### src/rtl/display_pkg.sv
// ============================================================================
//  Module      : display_pkg
//  Description : Shared types and default geometry for the display fetch path.
//  Revision    : 1.0 - initial release
// ============================================================================
`default_nettype none

package display_pkg;

   localparam int ADDR_W_DEF  = 16;
   localparam int H_WORDS_DEF = 50;
   localparam int V_LINES_DEF = 600;
   localparam int FB_WORDS    = H_WORDS_DEF * V_LINES_DEF;

   typedef logic [ADDR_W_DEF-1:0] vram_addr_t;

   typedef enum logic [1:0] {
      PREFILL = 2'd0,
      ACTIVE  = 2'd1,
      DONE    = 2'd2
   } fetch_state_t;

endpackage : display_pkg

`default_nettype wire

### src/rtl/pixel_fifo.sv
// ============================================================================
//  Module      : pixel_fifo
//  Description : Synchronous prefetch FIFO with flush, count and head output.
//  Revision    : 1.0 - initial release
// ============================================================================
`default_nettype none

module pixel_fifo #(
   parameter  int DEPTH  = 4,
   parameter  int DATA_W = 16,
   localparam int CNT_W  = $clog2(DEPTH) + 1
) (
   input  logic              clk_i,
   input  logic              rst_i,
   input  logic              flush_i,
   input  logic              push_i,
   input  logic [DATA_W-1:0] push_data_i,
   input  logic              pop_i,
   output logic [DATA_W-1:0] head_o,
   output logic [CNT_W-1:0]  count_o,
   output logic              empty_o,
   output logic              full_o
);

   localparam int PTR_W = $clog2(DEPTH);

   logic [DATA_W-1:0] mem_q [DEPTH];
   logic [PTR_W-1:0]  wr_ptr_q;
   logic [PTR_W-1:0]  rd_ptr_q;
   logic [CNT_W-1:0]  count_q;
   logic              do_push;
   logic              do_pop;

   assign empty_o = (count_q == '0);
   assign full_o  = (count_q == CNT_W'(DEPTH));
   assign count_o = count_q;
   assign do_pop  = pop_i && !empty_o;
   assign do_push = push_i && (!full_o || do_pop);
   assign head_o  = empty_o ? '0 : mem_q[rd_ptr_q];

   // Pointers are PTR_W wide so they wrap modulo DEPTH on their own.
   always_ff @(posedge clk_i) begin
      if (rst_i || flush_i) begin
         wr_ptr_q <= '0;
         rd_ptr_q <= '0;
         count_q  <= '0;
      end else begin
         if (do_push) wr_ptr_q <= wr_ptr_q + 1'b1;
         if (do_pop)  rd_ptr_q <= rd_ptr_q + 1'b1;
         count_q <= count_q + CNT_W'(do_push) - CNT_W'(do_pop);
      end
   end

   always_ff @(posedge clk_i) begin
      if (do_push && !rst_i && !flush_i) mem_q[wr_ptr_q] <= push_data_i;
   end

endmodule : pixel_fifo

`default_nettype wire

### src/rtl/display_fetch_arbiter.sv
// ============================================================================
//  Module      : display_fetch_arbiter
//  Description : Shares one VRAM port between framebuffer prefetch and the CPU.
//                Optional DISP_UNDERFLOW_CNT_EN adds a saturating underflow_cnt.
//  Revision    : 1.0 - initial release
// ============================================================================
`default_nettype none

module display_fetch_arbiter
   import display_pkg::*;
#(
   parameter int ADDR_W     = ADDR_W_DEF,
   parameter int H_WORDS    = H_WORDS_DEF,
   parameter int V_LINES    = V_LINES_DEF,
   parameter int FIFO_DEPTH = 4
) (
   input  logic              CLK_VGA,
   input  logic              reset,
   input  logic              newData,
   input  logic              end_of_frame,
   output logic [15:0]       pixel_row,
   output logic              underflow,
   output logic [ADDR_W-1:0] vram_addr,
   output logic              vram_we,
   output logic [15:0]       vram_wdata,
   input  logic [15:0]       vram_rdata,
   input  logic              cpu_req,
   input  logic              cpu_we,
   input  logic [ADDR_W-1:0] cpu_addr,
   input  logic [15:0]       cpu_wdata,
   output logic              cpu_gnt,
   output logic              cpu_rvalid,
   output logic [15:0]       cpu_rdata
`ifdef DISP_UNDERFLOW_CNT_EN
   ,
   output logic [15:0]       underflow_cnt
`endif
);

   localparam int                CNT_W  = $clog2(FIFO_DEPTH) + 1;
   localparam logic [ADDR_W-1:0] FB_END = ADDR_W'(H_WORDS * V_LINES);

   fetch_state_t      state_q;
   fetch_state_t      state_d;
   logic [ADDR_W-1:0] fetch_ptr_q;
   logic [ADDR_W-1:0] fetch_ptr_d;
   logic              inflight_q;
   logic              rvalid_q;
   logic              underflow_q;

   logic [CNT_W-1:0]  fifo_count;
   logic [CNT_W:0]    occupancy;
   logic [15:0]       fifo_head;
   logic              fifo_empty;
   logic              fifo_full;
   logic              fifo_push;
   logic              ptr_end;
   logic              disp_need;
   logic              disp_slot;
   logic              underflow_evt;

   // Occupancy counts the in-flight word so the FIFO can never overfill.
   assign occupancy = {1'b0, fifo_count} + {{CNT_W{1'b0}}, inflight_q};
   assign ptr_end   = (fetch_ptr_q == FB_END);
   assign disp_need = (occupancy < (CNT_W+1)'(FIFO_DEPTH)) && (state_q != DONE) && !ptr_end;
   assign disp_slot = disp_need && !end_of_frame && !reset;
   assign cpu_gnt   = cpu_req && !disp_slot && !reset;

   // A word landing during end_of_frame belongs to the old frame and is dropped.
   assign fifo_push     = inflight_q && !end_of_frame;
   assign underflow_evt = newData && fifo_empty;

   pixel_fifo #(
      .DEPTH  (FIFO_DEPTH),
      .DATA_W (16)
   ) u_pixel_fifo (
      .clk_i       (CLK_VGA),
      .rst_i       (reset),
      .flush_i     (end_of_frame),
      .push_i      (fifo_push),
      .push_data_i (vram_rdata),
      .pop_i       (newData),
      .head_o      (fifo_head),
      .count_o     (fifo_count),
      .empty_o     (fifo_empty),
      .full_o      (fifo_full)
   );

   always_ff @(posedge CLK_VGA) begin
      if (reset) begin
         state_q <= PREFILL;
      end else begin
         state_q <= state_d;
      end
   end

   always_comb begin
      state_d = state_q;
      if (end_of_frame) begin
         state_d = PREFILL;
      end else begin
         case (state_q)
            PREFILL: if (fifo_full) state_d = ACTIVE;
            ACTIVE:  if (ptr_end)   state_d = DONE;
            DONE:    state_d = DONE;
            default: state_d = PREFILL;
         endcase
      end
   end

   always_comb begin
      vram_addr  = '0;
      vram_we    = 1'b0;
      vram_wdata = '0;
      if (disp_slot) begin
         vram_addr = fetch_ptr_q;
      end else if (cpu_gnt) begin
         vram_addr = cpu_addr;
         vram_we   = cpu_we;
         if (cpu_we) vram_wdata = cpu_wdata;
      end
   end

   always_comb begin
      fetch_ptr_d = fetch_ptr_q;
      if (end_of_frame) begin
         fetch_ptr_d = '0;
      end else if (disp_slot) begin
         fetch_ptr_d = fetch_ptr_q + 1'b1;
      end
   end

   // The CPU read return is not cancelled by end_of_frame.
   always_ff @(posedge CLK_VGA) begin
      if (reset) begin
         fetch_ptr_q <= '0;
         inflight_q  <= 1'b0;
         rvalid_q    <= 1'b0;
         underflow_q <= 1'b0;
      end else begin
         fetch_ptr_q <= fetch_ptr_d;
         inflight_q  <= disp_slot;
         rvalid_q    <= cpu_gnt && !cpu_we;
         if (underflow_evt) underflow_q <= 1'b1;
      end
   end

   assign pixel_row  = fifo_head;
   assign underflow  = underflow_q;
   assign cpu_rvalid = rvalid_q;
   assign cpu_rdata  = rvalid_q ? vram_rdata : 16'h0000;

`ifdef DISP_UNDERFLOW_CNT_EN
   logic [15:0] underflow_cnt_q;

   always_ff @(posedge CLK_VGA) begin
      if (reset) begin
         underflow_cnt_q <= '0;
      end else if (underflow_evt && (underflow_cnt_q != 16'hFFFF)) begin
         underflow_cnt_q <= underflow_cnt_q + 16'd1;
      end
   end

   assign underflow_cnt = underflow_cnt_q;
`endif

endmodule : display_fetch_arbiter

`default_nettype wire

### config.mk
export PLATFORM = sky130hd
export DESIGN_NAME = display_fetch_arbiter
export DESIGN_NICKNAME = d
export VERILOG_FILES = /design/src/rtl/display_pkg.sv /design/src/rtl/pixel_fifo.sv /design/src/rtl/display_fetch_arbiter.sv
export SDC_FILE = /design/constraint.sdc
export NUM_CORES = 1
export LEC_CHECK = 0
export BUFFER_PORTS_ARGS = -buffer_cell sky130_fd_sc_hd__buf_2
export CAP_MARGIN = 20
export CORE_UTILIZATION = 59
export CTS_BUF_LIST = sky130_fd_sc_hd__clkbuf_8
export CTS_CLUSTER_DIAMETER = 30
export DETAILED_ROUTE_END_ITERATION = 10
export PLACE_DENSITY = 0.89
export SLEW_MARGIN = 20
export SYNTH_ARGS = -nofsm -noshare
export SYNTH_HDL_FRONTEND = slang
export SYNTH_HIERARCHICAL = 1
export SYNTH_SLANG_ARGS = --single-unit
### constraint.sdc
create_clock -name CLK_VGA -period 4.1 [get_ports CLK_VGA]
set_clock_uncertainty 0.15 [all_clocks]
set_input_delay 0 -clock CLK_VGA [delete_from_list [all_inputs] [get_ports CLK_VGA]]
set_output_delay 0 -clock CLK_VGA [all_outputs]
set_load 0.03 [all_outputs]
== Word-level counts from Yosys, hierarchy flattened ==
Memories as Yosys holds them, arrays and structs flattened. A register that Yosys moved wholly into a read port is not among the register bits.
Cells that the tools add are included.

* Equality and inequality tests: 7
* $lt $le $gt $ge: 1
* Multiply operators: 0
* $add $sub $neg: 6
* Reduce and logical (&&, ||, !) cells: 26
* Muxes and demuxes: 16
* Divide/modulo/power cells: 0
* Bitwise logic cells: 0
* Shifts and indexed selects: 0

{| class="wikitable"
|+ Operators with widths
! kind !! count
|-
| $mux W16 || 7
|-
| $add A16 B1 Y16 const B || 1
|-
| $eq A16 B15 Y1 const B || 1
|-
| $logic_and A1 B1 Y1 || 13
|-
| $mux W2 || 4
|-
| $logic_not A1 Y1 || 7
|-
| $pmux W2 S3 || 1
|-
| $add A2 B1 Y2 const B || 2
|-
| $add A3 B1 Y4 || 1
|-
| $lt A4 B3 Y1 const B || 1
|-
| $mux W1 || 4
|-
| $ne A2 B2 Y1 const B || 2
|-
| $add A3 B1 Y3 || 1
|-
| $eq A3 B3 Y1 const B || 1
|-
| $logic_not A3 Y1 || 1
|-
| $sub A3 B1 Y3 || 1
|-
| $eq A2 B1 Y1 const B || 1
|-
| $eq A2 B2 Y1 const B || 1
|-
| $logic_not A2 Y1 || 1
|-
| $logic_or A1 B1 Y1 || 2
|-
| $ne A2 B1 Y1 const B || 1
|-
| $reduce_and A2 Y1 || 1
|-
| $reduce_or A2 Y1 || 1
|}

* Bits in read-only memories: 0
* Bits in registers: 28
* Word-level logic and storage cells: 65
* Output and inout bits: 68
* RAM bits: 64
* Latch bits: 0
* Memories: 1
* Input bits: 54

{| class="wikitable"
|+ Memory list
! name !! depth !! bits a word !! rd ports !! clocked after Yosys merged registers in !! write ports !! line !! source
|-
| u_pixel_fifo.mem_q || 4 || 16 || 1 || 1 || 1 || pixel_fifo.sv:27 || <nowiki>logic [DATA_W-1:0] mem_q [DEPTH];</nowiki>
|}

== Logic depth before layout (Yosys ltp) ==
Gate-level depths: netlist of run 1.

* Word-level depth: 11
* Mapped depth: 9
* Depth with buffers taken out: 8

== Hierarchy ==
The synthesis of run 1 kept the hierarchy.

{| class="wikitable"
|+ By module, submodules not included
! module !! instances !! cells each !! area each (sq um)
|-
| pixel_fifo || 1 || 148 || 3,016.6
|-
| display_fetch_arbiter || 1 || 230 || 1,691.6
|}

== Worst setup path before layout of run 1 ==
No wires, ideal clock.

* Path kind: reg-to-reg
* Start point: register u_pixel_fifo.count_q[2], in the netlist u_pixel_fifo/count_o[2]
* End point: register u_pixel_fifo.count_q[2], in the netlist u_pixel_fifo/count_o[2]
* Required time: 3,834 ps
* Data arrival time: 1,941 ps
* Library setup time: 116 ps
* Stages on the path, launching flop included: 9
* Path slack: 1,893 ps
* Buffers on the path: 0
* Clock period less this slack: 2,207 ps
* Cell sequence: dfxtp_1 > nor3b_2 > a21boi_2 > a21bo_1 > ha_1 > fa_1 > xnor2_1 > xnor2_1 > nor3_1

* Elaborated cells between the ends (all ways): 9
* Those cells by class: 2 x add/sub; 1 x eq/ne; 6 x reduce/logical

{| class="wikitable"
|+ RTL lines
! element !! line !! source
|-
| from (decl) || pixel_fifo.sv:30 || <nowiki>logic [CNT_W-1:0] count_q;</nowiki>
|-
| from (signal assigned) || pixel_fifo.sv:50 || <nowiki>count_q <= count_q + CNT_W'(do_push) - CNT_W'(do_pop);</nowiki>
|-
| $eq A3 B3 Y1 || pixel_fifo.sv:35 || <nowiki>assign full_o = (count_q == CNT_W'(DEPTH));</nowiki>
|-
| named net fifo_full || display_fetch_arbiter.sv:55 || <nowiki>logic fifo_full;</nowiki>
|-
| $logic_not A1 Y1 || pixel_fifo.sv:38 || <nowiki>assign do_push = push_i && (!full_o || do_pop);</nowiki>
|-
| $logic_or A1 B1 Y1 || pixel_fifo.sv:38 ||
|-
| $logic_and A1 B1 Y1 || pixel_fifo.sv:38 ||
|-
| $add A3 B1 Y3 || pixel_fifo.sv:50 ||
|-
| $sub A3 B1 Y3 || pixel_fifo.sv:50 ||
|}

The timed path passes the listed nets, and every way through them passes these cells.
A chain may end at the register's enable or synchronous reset.

== Final worst setup path of run 1 ==
Ends and elaborated chain as after synthesis.

==> run metrics, run 1 <==
run status=finished clean; RSZ-0062 raised after global routing=false; CTS tree=done; RR Endpoint=u_pixel_fifo/count_o[2]; max-cap viol count=0; Synth top area share=40.82%; R2R Setup Slk=about 0.97 ns; routed len/inst=~17 um; initial core utilization=60.93%; post-synthesis xor/xnor area fraction=less than 1%; Final Wtd Congestion=0.8623; Worst Path Buf+Inv=1; multiplexer share of the synthesized area=approximately 10%; Hold Fails Final Rpt=0; Post-Synth Simple-Gate Area=between 20 and 25%; total iterations of the first detailed-routing run=4; cell taking the most area after synthesis=edfxtp_1; crit-path max FO=7; multi-input logic area=~0.0020 mm2; critical path arrival=between 3 and 4 ns; fmax=between 0.3 and 0.4 GHz; Max stage delay cell, worst path=dlygate4sd3_1; top-level I/O count=between 100 and 150; cell row count=32; Final period util=around 76%; Via density=about 5.7; worst hold slack=just over 0.2 ns; Worst path depth=9; reg-to-reg startpoint=u_pixel_fifo/count_o[2]; Die Ht=~91 um; complex-gate fraction of the synthesized area=under 10%; pwr dens=between 300 and 400 mW/mm2; synthesized area=0.004708 mm2; Crit path largest cell delay=around 0.57 ns; largest family of logic cells by synthesized area=simple AND/OR/NAND/NOR gates; Max Slew Vio Count=0; layout net count=575; worst vdd ir=0.1948 mV; critical path required time=about 4.3 ns; R2R cell count=9; critical path class=reg2reg; Core Box Area=approximately 0.0077 mm2; Largest delay share family, worst path=adder cells; cell count after synthesis=approximately 380; worst path cell trace=nor3b_2, a21boi_2, a21bo_1, ha_1, fa_1, xnor2_1, xnor2_1, nor3_1, dlygate4sd3_1; Slew headroom=between 20 and 30%; minimum clock period=around 3.1 ns; vias in the first global route=about 3400; Setup crit end=u_pixel_fifo/count_o[2]; Die Area=roughly 0.0083 mm2; ys async rst share=0%; final setup vio count=0; Syn Nets=around 440; commonest register cell after synthesis=edfxtp_1; TritonCTS buffer count=9; largest net degree at the start of global routing=25; post-synthesis register bit count=94; CP startpoint kind=register; global-route wire length before repair=~17 mm; clock slew at reported path FFs=around 0.090 ns; # H-tree levels=3; Adder-Cell Fraction of Synth Area=under 10%; GRT Total Usage=26.39%; port buffer count=121; Worst Setup End Kind=register; synth top area cells=edfxtp_1 41%, dfxtp_1 13%, and2_1 5.0%, mux4_2 4.8%, mux4_1 3.3%; Area Overhead vs Synth=21.39%; DIE WIDTH=slightly above 90 um; worst min path class=in2out; Crit path top cell by count=xnor2_1; LEAKAGE=about 2.3 nW; PostCTS Resize Cnt=0; number of flops mapped to enable cells by yosys=64; Ant. Diodes=0; ratio of cells with drive above 1 in the final layout=between 30 and 40%; Synth Warn #=6; Starting DRT DRC Count=between 150 and 200; setup total negative slack=0 ns; sequential cell area=0.002522 mm2; Cell variety after synth=52; TritonCTS Sinks=between 90 and 100; Detail Route Antenna Nets=0; DRC viols=0; actual slew at the worst max-slew pin=roughly 1.1 ns; CP Launch Point=u_pixel_fifo/count_o[2]; hpwl dp=roughly 6.8 mm; filler instances=~510; Worst-Skew Late Latency=approximately 0.35 ns; via count=3516; Seq/Total Area, Yosys=53.57%; Final Core Density=between 70% and 80%; initial antenna violation count=0; Avg Inst Size Synth=roughly 12 um2; Clock Tree Buf Depth=2; root buffer cell=clkbuf_8; DRT Wirelength=roughly 11 mm; total gr overflow=0
==> per-layer routing <==
layer	up-vias	track usage [%]	part of all wire (%)
li1	1662	-	-
met5	-	0	0
met2	110	49.12	54
met3	17	4.188	4.2
met1	1727	30.87	40
met4	0	8.730	1.4
==> final cells by class <==
| type | instances | area share (%) |
|---|---|---|
| clock buffer | 9 | 2.167 |
| clock inverter | 7 | 1.423 |
| inverter | 10 | 0.6567 |
| multi-input combinational | 250 | 34.63 |
| sequential | 94 | 44.13 |
| tap | 102 | 2.233 |
| timing repair buffer | 145 | 14.75 |
==> per-stage QoR <==
step	cell area (um2)	total power [mW]	setup WS, ns	instances
2_1_floorplan	4708	1.170	1.893	378
3_3_place_gp	5280	1.233	1.730	578
3_5_place_dp	5280	1.239	1.624	578
4_1_cts	5715	1.864	1.055	617
5_1_grt	5715	1.920	0.9080	617
6_report	5715	1.861	0.9689	617
==> flip-flops by register name (all words and copies together) (netlist names), named ones only <==
name / cells
cpu_rvalid: 1
u_pixel_fifo/wr_ptr_q: 2
fetch_ptr_q: 16
inflight_q: 1
u_pixel_fifo/count_o: 3
underflow: 1
state_q: 2
u_pixel_fifo/mem_q: 64
u_pixel_fifo/rd_ptr_q: 2
==> worst min path at each step <==
stage,from,end,depth (start not counted)
finish,cpu_wdata[2],vram_wdata[2],3
floorplan,end_of_frame,u_pixel_fifo/count_o[2],1
detailed placement,cpu_we,cpu_rvalid,2
CTS,cpu_wdata[2],vram_wdata[2],3
global placement,cpu_we,cpu_rvalid,2
global route,cpu_wdata[1],vram_wdata[1],3
==> logic make-up after synthesis <==
kind of cell,Yosys count
adder cells (fa/ha/maj),11
buffers and inverters,34
AND/OR/NAND/NOR,165
XOR/XNOR,4
multiplexers,26
AO/OA/AOI/OAI,44
flip-flops,94
==> repair_timing <==
| action | CTS | global route |
|---|---|---|
| setup buffers | 0 | 0 |
| endpoints found under the hold margin | 77 | 0 |
| hold buffers | 23 | 0 |
==> worst reg2reg max path, stage by stage (launching register included) <==
cell	delay [ns]
dfxtp_1	0.54
nor3b_2	0.35
a21boi_2	0.18
a21bo_1	0.24
ha_1	0.20
fa_1	0.38
xnor2_1	0.15
xnor2_1	0.15
nor3_1	0.17
dlygate4sd3_1	0.57
==> synth_stat cells, types with 2 or more instances <==
library cell,instances
edfxtp_1,64
and2_1,38
nand2_1,32
dfxtp_1,30
nand3_1,25
o21ai_0,18
a21oi_1,11
ha_1,10
inv_1,10
mux2i_1,10
mux4_2,10
nor2b_4,10
nor3_1,9
buf_6,8
clkbuf_1,7
nand4_1,7
o31ai_1,7
or4_1,7
and3_1,6
mux4_1,6
buf_2,5
nor2b_1,5
nor2_1,4
and2b_1,3
and4_1,3
or3_1,3
clkbuf_2,2
or2_2,2
xnor2_1,2
xor2_1,2
==> power by group <==
group	switching [mW]	leakage [nW]	internal [mW]
clock network	0.332	0.0997	0.291
logic	0.129	1.37	0.0831
registers	0.00940	0.818	1.02
total	0.471	2.29	1.39
==> layout by cell type (no fill, tap or decap), drive strengths merged, types with 11 or more instances in the layout <==
cell         instances
mux4                16
and2                38
nor2b               15
dfxtp               30
dlygate4sd3         23
nand2               32
a21oi               11
nand3               25
inv                 13
buf                122
edfxtp              64
o21ai               19
(Power assumes the default switching activity.)
==> run 2: changes to the inputs <==
--- a/config.mk
+++ b/config.mk
@@ -5,13 +5,14 @@
 export SDC_FILE = /design/constraint.sdc
 export NUM_CORES = 1
 export LEC_CHECK = 0
+export ABC_AREA = 1
 export BUFFER_PORTS_ARGS = -buffer_cell sky130_fd_sc_hd__buf_2
 export CAP_MARGIN = 20
-export CORE_UTILIZATION = 59
+export CORE_UTILIZATION = 55
 export CTS_BUF_LIST = sky130_fd_sc_hd__clkbuf_8
 export CTS_CLUSTER_DIAMETER = 30
 export DETAILED_ROUTE_END_ITERATION = 10
-export PLACE_DENSITY = 0.89
+export PLACE_DENSITY = 0.83
 export SLEW_MARGIN = 20
 export SYNTH_ARGS = -nofsm -noshare
 export SYNTH_HDL_FRONTEND = slang
==> constraint.sdc (replaced) <==
create_clock -name CLK_VGA -period 2.95 [get_ports CLK_VGA]
set_clock_uncertainty 0.15 [all_clocks]
set_input_delay 0 -clock CLK_VGA [delete_from_list [all_inputs] [get_ports CLK_VGA]]
set_output_delay 0 -clock CLK_VGA [all_outputs]
set_load 0.03 [all_outputs]
==> run 2 against run 1 <==
Compared with the run above: die area up 12%; via count up 20%; design area up 3.5%; non-clock buffer count up 6; first-iteration DRC count up 26%; routed wire length up 2.0%; worst hold slack better by 0.0026 ns; clock power up 19%; critical path depth unchanged; critical endpoint is now vram_addr[0]; largest cell class unchanged; highest routed layer unchanged.
==> run metrics, run 2 <==
# H-tree levels=3 (unchanged); ratio of cells with drive above 1 in the final layout=27.31% (-5.5 points); largest net degree at the start of global routing=36 (+44%); Worst Setup End Kind=output port; Die Area=0.009346 mm2 (+12%); total iterations of the first detailed-routing run=5 (+1); Clock Tree Buf Depth=2 (unchanged); most common cell after layout, fill and taps aside=buf_2; vias in the first global route=4101 (+21%); cell taking the most area after synthesis=edfxtp_1; Synth top area share=38.98% (-1.8 points); Die Ht=96.68 um (+5.9%); LEAKAGE=2.655 nW (+16%); global-route wire length before repair=18.24 mm (+8.6%); setup total negative slack=0 ns (unchanged); dpl ws=0.6878 ns (-0.9365 ns); CP startpoint kind=register; Hold Fails Final Rpt=0 (unchanged); pwr dens=418.3 mW/mm2 (+28%); sequential power share=57.5% (+2.4 points); Final Wtd Congestion=0.8686 (+0.73%); port buffer count=121 (unchanged); critical path arrival=2.49 ns (-0.79 ns); design area=0.005917 mm2 (+3.5%); via count=4213 (+20%); top cells by count, synth=103 x nor2_1, 98 x nand2_1, 84 x inv_1; Cell variety after synth=34 (-35%); final setup vio count=0 (unchanged); hpwl dp=7.440 mm (+9.1%); critical path required time=2.80 ns (-1.45 ns); total gr overflow=0 (unchanged); Worst-Skew Late Latency=0.35 ns (about the same); top-level I/O count=122 (unchanged); run status=finished clean; Core Box Area=0.008678 mm2 (+12%); Sw Pwr=651.3 uW (+38%); post-synthesis register bit count=94 (unchanged); minimum clock period=around 2.6 ns; initial core utilization=56.81% (-4.1 points); count leader, synth=nor2_1; layout net count=774 (+35%); Largest delay share family, worst path=simple AND/OR/NAND/NOR gates; Ant. Diodes=0 (unchanged); GRT Total Usage=23.85% (-2.5 points); TritonCTS buffer count=9 (unchanged); Final Core Density=68.18% (-5.8 points); initial antenna violation count=0 (unchanged); Seq/Total Area, Yosys=51.17% (-2.4 points); worst path cell trace=inv_1, ha_1, inv_1, nand3_1, inv_1, nand3_4, nand2_4, o22ai_1, buf_2; fmax=0.3791 GHz; Crit path largest cell delay=0.51 ns (-0.06 ns); cell row count=34 (+6.3%); Crit path top cell by count=inv_1; Detail Route Antenna Nets=0 (unchanged); commonest register cell after synthesis=edfxtp_1; Worst Path Buf+Inv=4 (+3); Max stage delay cell, worst path=nand2_4; max reg flops=64 (unchanged); Avg Inst Size Synth=8.664 um2 (-30%); Synth Warn #=6 (unchanged); max-cap viol count=0 (unchanged); DRC viols=0 (unchanged); Final period util=about nine tenths; combinational share of power=12.6% (+1.2 points); most flop-heavy register=u_pixel_fifo/mem_q; DRT Wirelength=11.01 mm (+2.0%); worst vdd ir=0.2081 mV (+6.9%); Area Overhead vs Synth=20.03%; RSZ-0062 raised after global routing=false; routed len/inst=13.39 um (-23%); post-layout worst setup margin=0.3122 ns (-0.6567 ns); synthesized area=0.004930 mm2 (+4.7%); CTS tree=done; Syn Nets=634 (+43%); synth top area cells=edfxtp_1 39%, dfxtp_1 12%, nor2_1 7.8%, nand2_1 7.5%, inv_1 6.4%; most frequent cells in the layout=121 x buf_2, 103 x nor2_1, 98 x nand2_1; TritonCTS Sinks=94 (unchanged); Max Slew Vio Count=0 (unchanged); root buffer cell=clkbuf_8; clock slew at reported path FFs=0.08 ns (about the same); Pint=1.824 mW (+31%); critical path class=reg2out; worst min path class=in2out; ys async rst share=0% (unchanged); clock network power share=29.9% (-3.6 points); PostCTS Resize Cnt=0 (unchanged); Slew headroom=46.77% (+17 points); crit-path max FO=35 (+28); sw frac=26.32% (+1.0 points); DIE WIDTH=96.68 um (+5.9%); actual slew at the worst max-slew pin=0.7973 ns (-0.2574 ns); DP Cell Count=784 (+36%); Final Total Pwr=2.475 mW (+33%); number of flops mapped to enable cells by yosys=64 (unchanged); final cell count without fillers=822 (+33%); Via density=5.125 (-10%); Starting DRT DRC Count=211 (+26%); worst hold slack=0.2081 ns (+0.002619 ns); placed cell areas=0.005532 mm2 (+4.8%); cell count after synthesis=569 (+51%)
run 2: cell types whose count changed after synthesis, moves of 10 or more:
cell,before,now
nor2_1,4,103
inv_1,10,84
nand2_1,32,98
and2_1,38,0
o21ai_1,1,30
nor2_2,1,21
a21oi_1,11,26
o22ai_2,0,11
mux2i_1,10,0
mux4_2,10,0
nor2b_4,10,0
run 2: routing by layer:
metal	vias up	global-route usage (%)	part of all wire (%)
li1	2098	-	-
met5	-	0	0
met3	16	3.902	6.1
met2	162	44.04	54
met1	1937	27.72	39
met4	0	8.496	1.3
run 2: logic make-up (layout without fill, tap and decap cells):
family / Yosys count / count (layout) / synth area share [%]
and+or+nand+nor: 262 / 262 / 23.50
AOI/OAI and AO/OA: 88 / 88 / 11.04
buffers and inverters: 112 / 257 / 10.99
adders and majority gates: 11 / 11 / 2.944
DFF: 94 / 94 / 51.17
xor gates and xnor gates: 2 / 2 / 0.3554
run 2: what timing repair did:
| action | in CTS | in global routing |
|---|---|---|
| hold buffers | 22 | 0 |
| buffers inserted | 0 | 0 |
| hold endpoints to repair | 81 | 0 |
run 2: final cells by class:
| class | count | area, um2 |
|---|---|---|
| timing repair buffer | 151 | 885.9 |
| sequential | 94 | 2522 |
| clock buffer | 9 | 123.9 |
| tap | 108 | 135.1 |
| fill | 676 | 2761 |
| multi-input combinational | 363 | 1866 |
| inverter | 90 | 342.8 |
| clock inverter | 7 | 41.29 |
run 2: worst reg2reg max path, delay by kind of cell, from the launching register on:
| family | cells | cell delay [ns] |
|---|---|---|
| fa+ha+maj | 1 | 0.20 |
| simple gates | 4 | 0.99 |
| flops | 1 | 0.37 |
| buf+inv | 3 | 0.30 |
run 2: power by group through the flow:
| stage | clock (mW) | sequential [mW] | combinational (mW) |
|---|---|---|---|
| after CTS | 0.750 | 1.42 | 0.311 |
| after detailed placement | 0 | 1.45 | 0.287 |
| after floorplan | 0 | 1.45 | 0.199 |
| final | 0.739 | 1.42 | 0.312 |
| after global routing | 0.804 | 1.43 | 0.339 |
| after global placement | 0 | 1.45 | 0.280 |
run 2: final timing paths:
check | from | end | slack [ns] | cells after the start
setup / recovery | state_q[0] | vram_addr[0] | 0.31 | 9
hold / removal | cpu_wdata[5] | vram_wdata[5] | 0.21 | 4
setup reg to reg | state_q[0] | cpu_rvalid | 0.84 | 8
hold reg to reg | state_q[1] | state_q[1] | 0.35 | 2
==> run 3: changes to the inputs <==
--- a/config.mk
+++ b/config.mk
@@ -5,14 +5,14 @@
 export SDC_FILE = /design/constraint.sdc
 export NUM_CORES = 1
 export LEC_CHECK = 0
-export ABC_AREA = 1
 export BUFFER_PORTS_ARGS = -buffer_cell sky130_fd_sc_hd__buf_2
 export CAP_MARGIN = 20
 export CORE_UTILIZATION = 55
 export CTS_BUF_LIST = sky130_fd_sc_hd__clkbuf_8
 export CTS_CLUSTER_DIAMETER = 30
 export DETAILED_ROUTE_END_ITERATION = 10
-export PLACE_DENSITY = 0.83
+export PLACE_DENSITY = 0.84
+export REMOVE_ABC_BUFFERS = 1
 export SLEW_MARGIN = 20
 export SYNTH_ARGS = -nofsm -noshare
 export SYNTH_HDL_FRONTEND = slang
==> run 3 against run 2 <==
Compared with the run above: global-route usage is 0.15 points lower; flip-flop and latch count stayed put; design area is 2.4% lower; largest power group unchanged; critical endpoint is now cpu_rvalid; worst hold slack worse by 0.0084 ns; final cell count is 24% lower; clock power is 13% higher; via count is 17% lower; non-clock buffer count is 3 higher; maximum frequency is 0.87% lower; power is 3.2% higher; core utilization is 1.7 points higher; sequential power hardly changed.
==> run metrics, run 3 (synthesized netlist as in run 1, its figures left out) <==
max reg flops=64 (unchanged); actual slew at the worst max-slew pin=0.7288 ns (-0.06848 ns); Worst Setup End Kind=register; CTS tree=done; worst vdd ir=0.2668 mV (+28%); Area Overhead vs Synth=22.64%; final setup vio count=0 (unchanged); max-cap viol count=0 (unchanged); Core Box Area=0.008258 mm2 (-4.8%); run status=finished clean; worst min path class=in2out; PostCTS Resize Cnt=0 (unchanged); Via density=5.554 (+8.4%); Detail Route Antenna Nets=0 (unchanged); most common cell after layout, fill and taps aside=buf_2; critical path class=reg2reg; routed len/inst=16.28 um (+22%); LEAKAGE=2.323 nW (-12%); TritonCTS buffer count=9 (unchanged); Ant. Diodes=0 (unchanged); fmax=0.3758 GHz (-0.87%); Max Slew Vio Count=0 (unchanged); DRT Wirelength=10.23 mm (-7.1%); DRC viols=0 (unchanged); Hold Fails Final Rpt=0 (unchanged); initial core utilization=57.02% (+0.21 points); hpwl dp=7.054 mm (-5.2%); top-level I/O count=122 (unchanged); most frequent cells in the layout=121 x buf_2, 64 x edfxtp_1, 38 x and2_1; CTS Hold Bufs=22 (unchanged); GRT Total Usage=23.70% (-0.15 points); cell row count=33 (-2.9%); Clock Tree Buf Depth=2 (unchanged); minimum clock period=2.661 ns (+0.02319 ns); via count=3488 (-17%); clock slew at reported path FFs=0.09 ns (about the same); Final period util=90.20% (+0.79 points); initial antenna violation count=0 (unchanged); Die Ht=94.52 um (-2.2%); layout net count=584 (-25%); TritonCTS Sinks=94 (unchanged); Slew headroom=51.35% (+4.6 points); crit-path max FO=19 (-46%); Starting DRT DRC Count=152 (-28%); total gr overflow=0 (unchanged); root buffer cell=clkbuf_8; setup total negative slack=0 ns (unchanged); global-route wire length before repair=16.03 mm (-12%); design area=0.005774 mm2 (-2.4%); largest net degree at the start of global routing=22 (-39%); total iterations of the first detailed-routing run=4 (-1); port buffer count=121 (unchanged); Final Wtd Congestion=0.8985 (+3.4%); # H-tree levels=3 (unchanged); DIE WIDTH=94.52 um (-2.2%); critical path required time=3.04 ns (+0.24 ns); placed cell areas=0.005359 mm2 (-3.1%); pwr dens=442.3 mW/mm2 (+5.7%); CP startpoint kind=register; Worst-Skew Late Latency=0.35 ns (about the same); Post-CTS Setup Bufs=0 (unchanged); ratio of cells with drive above 1 in the final layout=34.03% (+6.7 points); RSZ-0062 raised after global routing=false; vias in the first global route=3362 (-18%); Die Area=0.008934 mm2 (-4.4%); critical path arrival=2.75 ns (+0.26 ns); most flop-heavy register=u_pixel_fifo/mem_q
run 3: cell type report:
class	count	area (um2)
clock buffers	9	123.9
clock inverters	6	71.32
fillers	571	2484
inverters	10	37.54
multi-input cells	250	1979
flip-flops and latches	94	2522
well taps	105	131.4
repair buffers	154	908.4
run 3: worst max-delay path, stage by stage, from the launching register on:
cell and delay, ns:
dfxtp_1 0.34, inv_1 0.08, ha_1 0.23, nor4_4 0.27, nand2_1 0.24, nor2_2 0.57
nor3_1 0.10, dlygate4sd3_1 0.58
run 3: where the power goes:
group	switching [mW]	total, mW	internal [mW]
Combinational	0.178	0.297	0.119
Sequential	0.0111	1.42	1.41
Clock	0.439	0.833	0.394
Total	0.628	2.55	1.93
run 3: final timing paths:
| check | startpoint | endpoint | slack, ns | cells past startpoint |
|---|---|---|---|---|
| worst max-delay path | state_q[0] | cpu_rvalid | 0.29 | 7 |
| worst min-delay path | cpu_wdata[12] | vram_wdata[12] | 0.20 | 3 |
| worst max register to register | state_q[0] | cpu_rvalid | 0.29 | 7 |
| worst min register to register | state_q[1] | state_q[1] | 0.34 | 2 |
run 3: per-layer routing:
metal | GRT usage (%) | vias up | share of wire, %
met5 | 0 | - | 0
met4 | 7.449 | 0 | 1.1
met3 | 4.428 | 12 | 4.3
met2 | 43.66 | 112 | 54
met1 | 27.81 | 1681 | 40
li1 | - | 1683 | -
run 3: metrics by stage:
step           cells  setup slack (ns)  power (mW)  hold slack [ns]  utilization, %
2_1_floorplan    354            0.5943       1.613         -0.07762               -
3_3_place_gp     591            0.5877       1.717          0.04603           64.89
3_5_place_dp     591            0.4697       1.728          0.05285           64.89
4_1_cts          628            0.2611       2.575           0.1999           69.92
5_1_grt          628           0.03136       2.652           0.2189           69.92
6_report         628            0.2890       2.554           0.1997           69.92
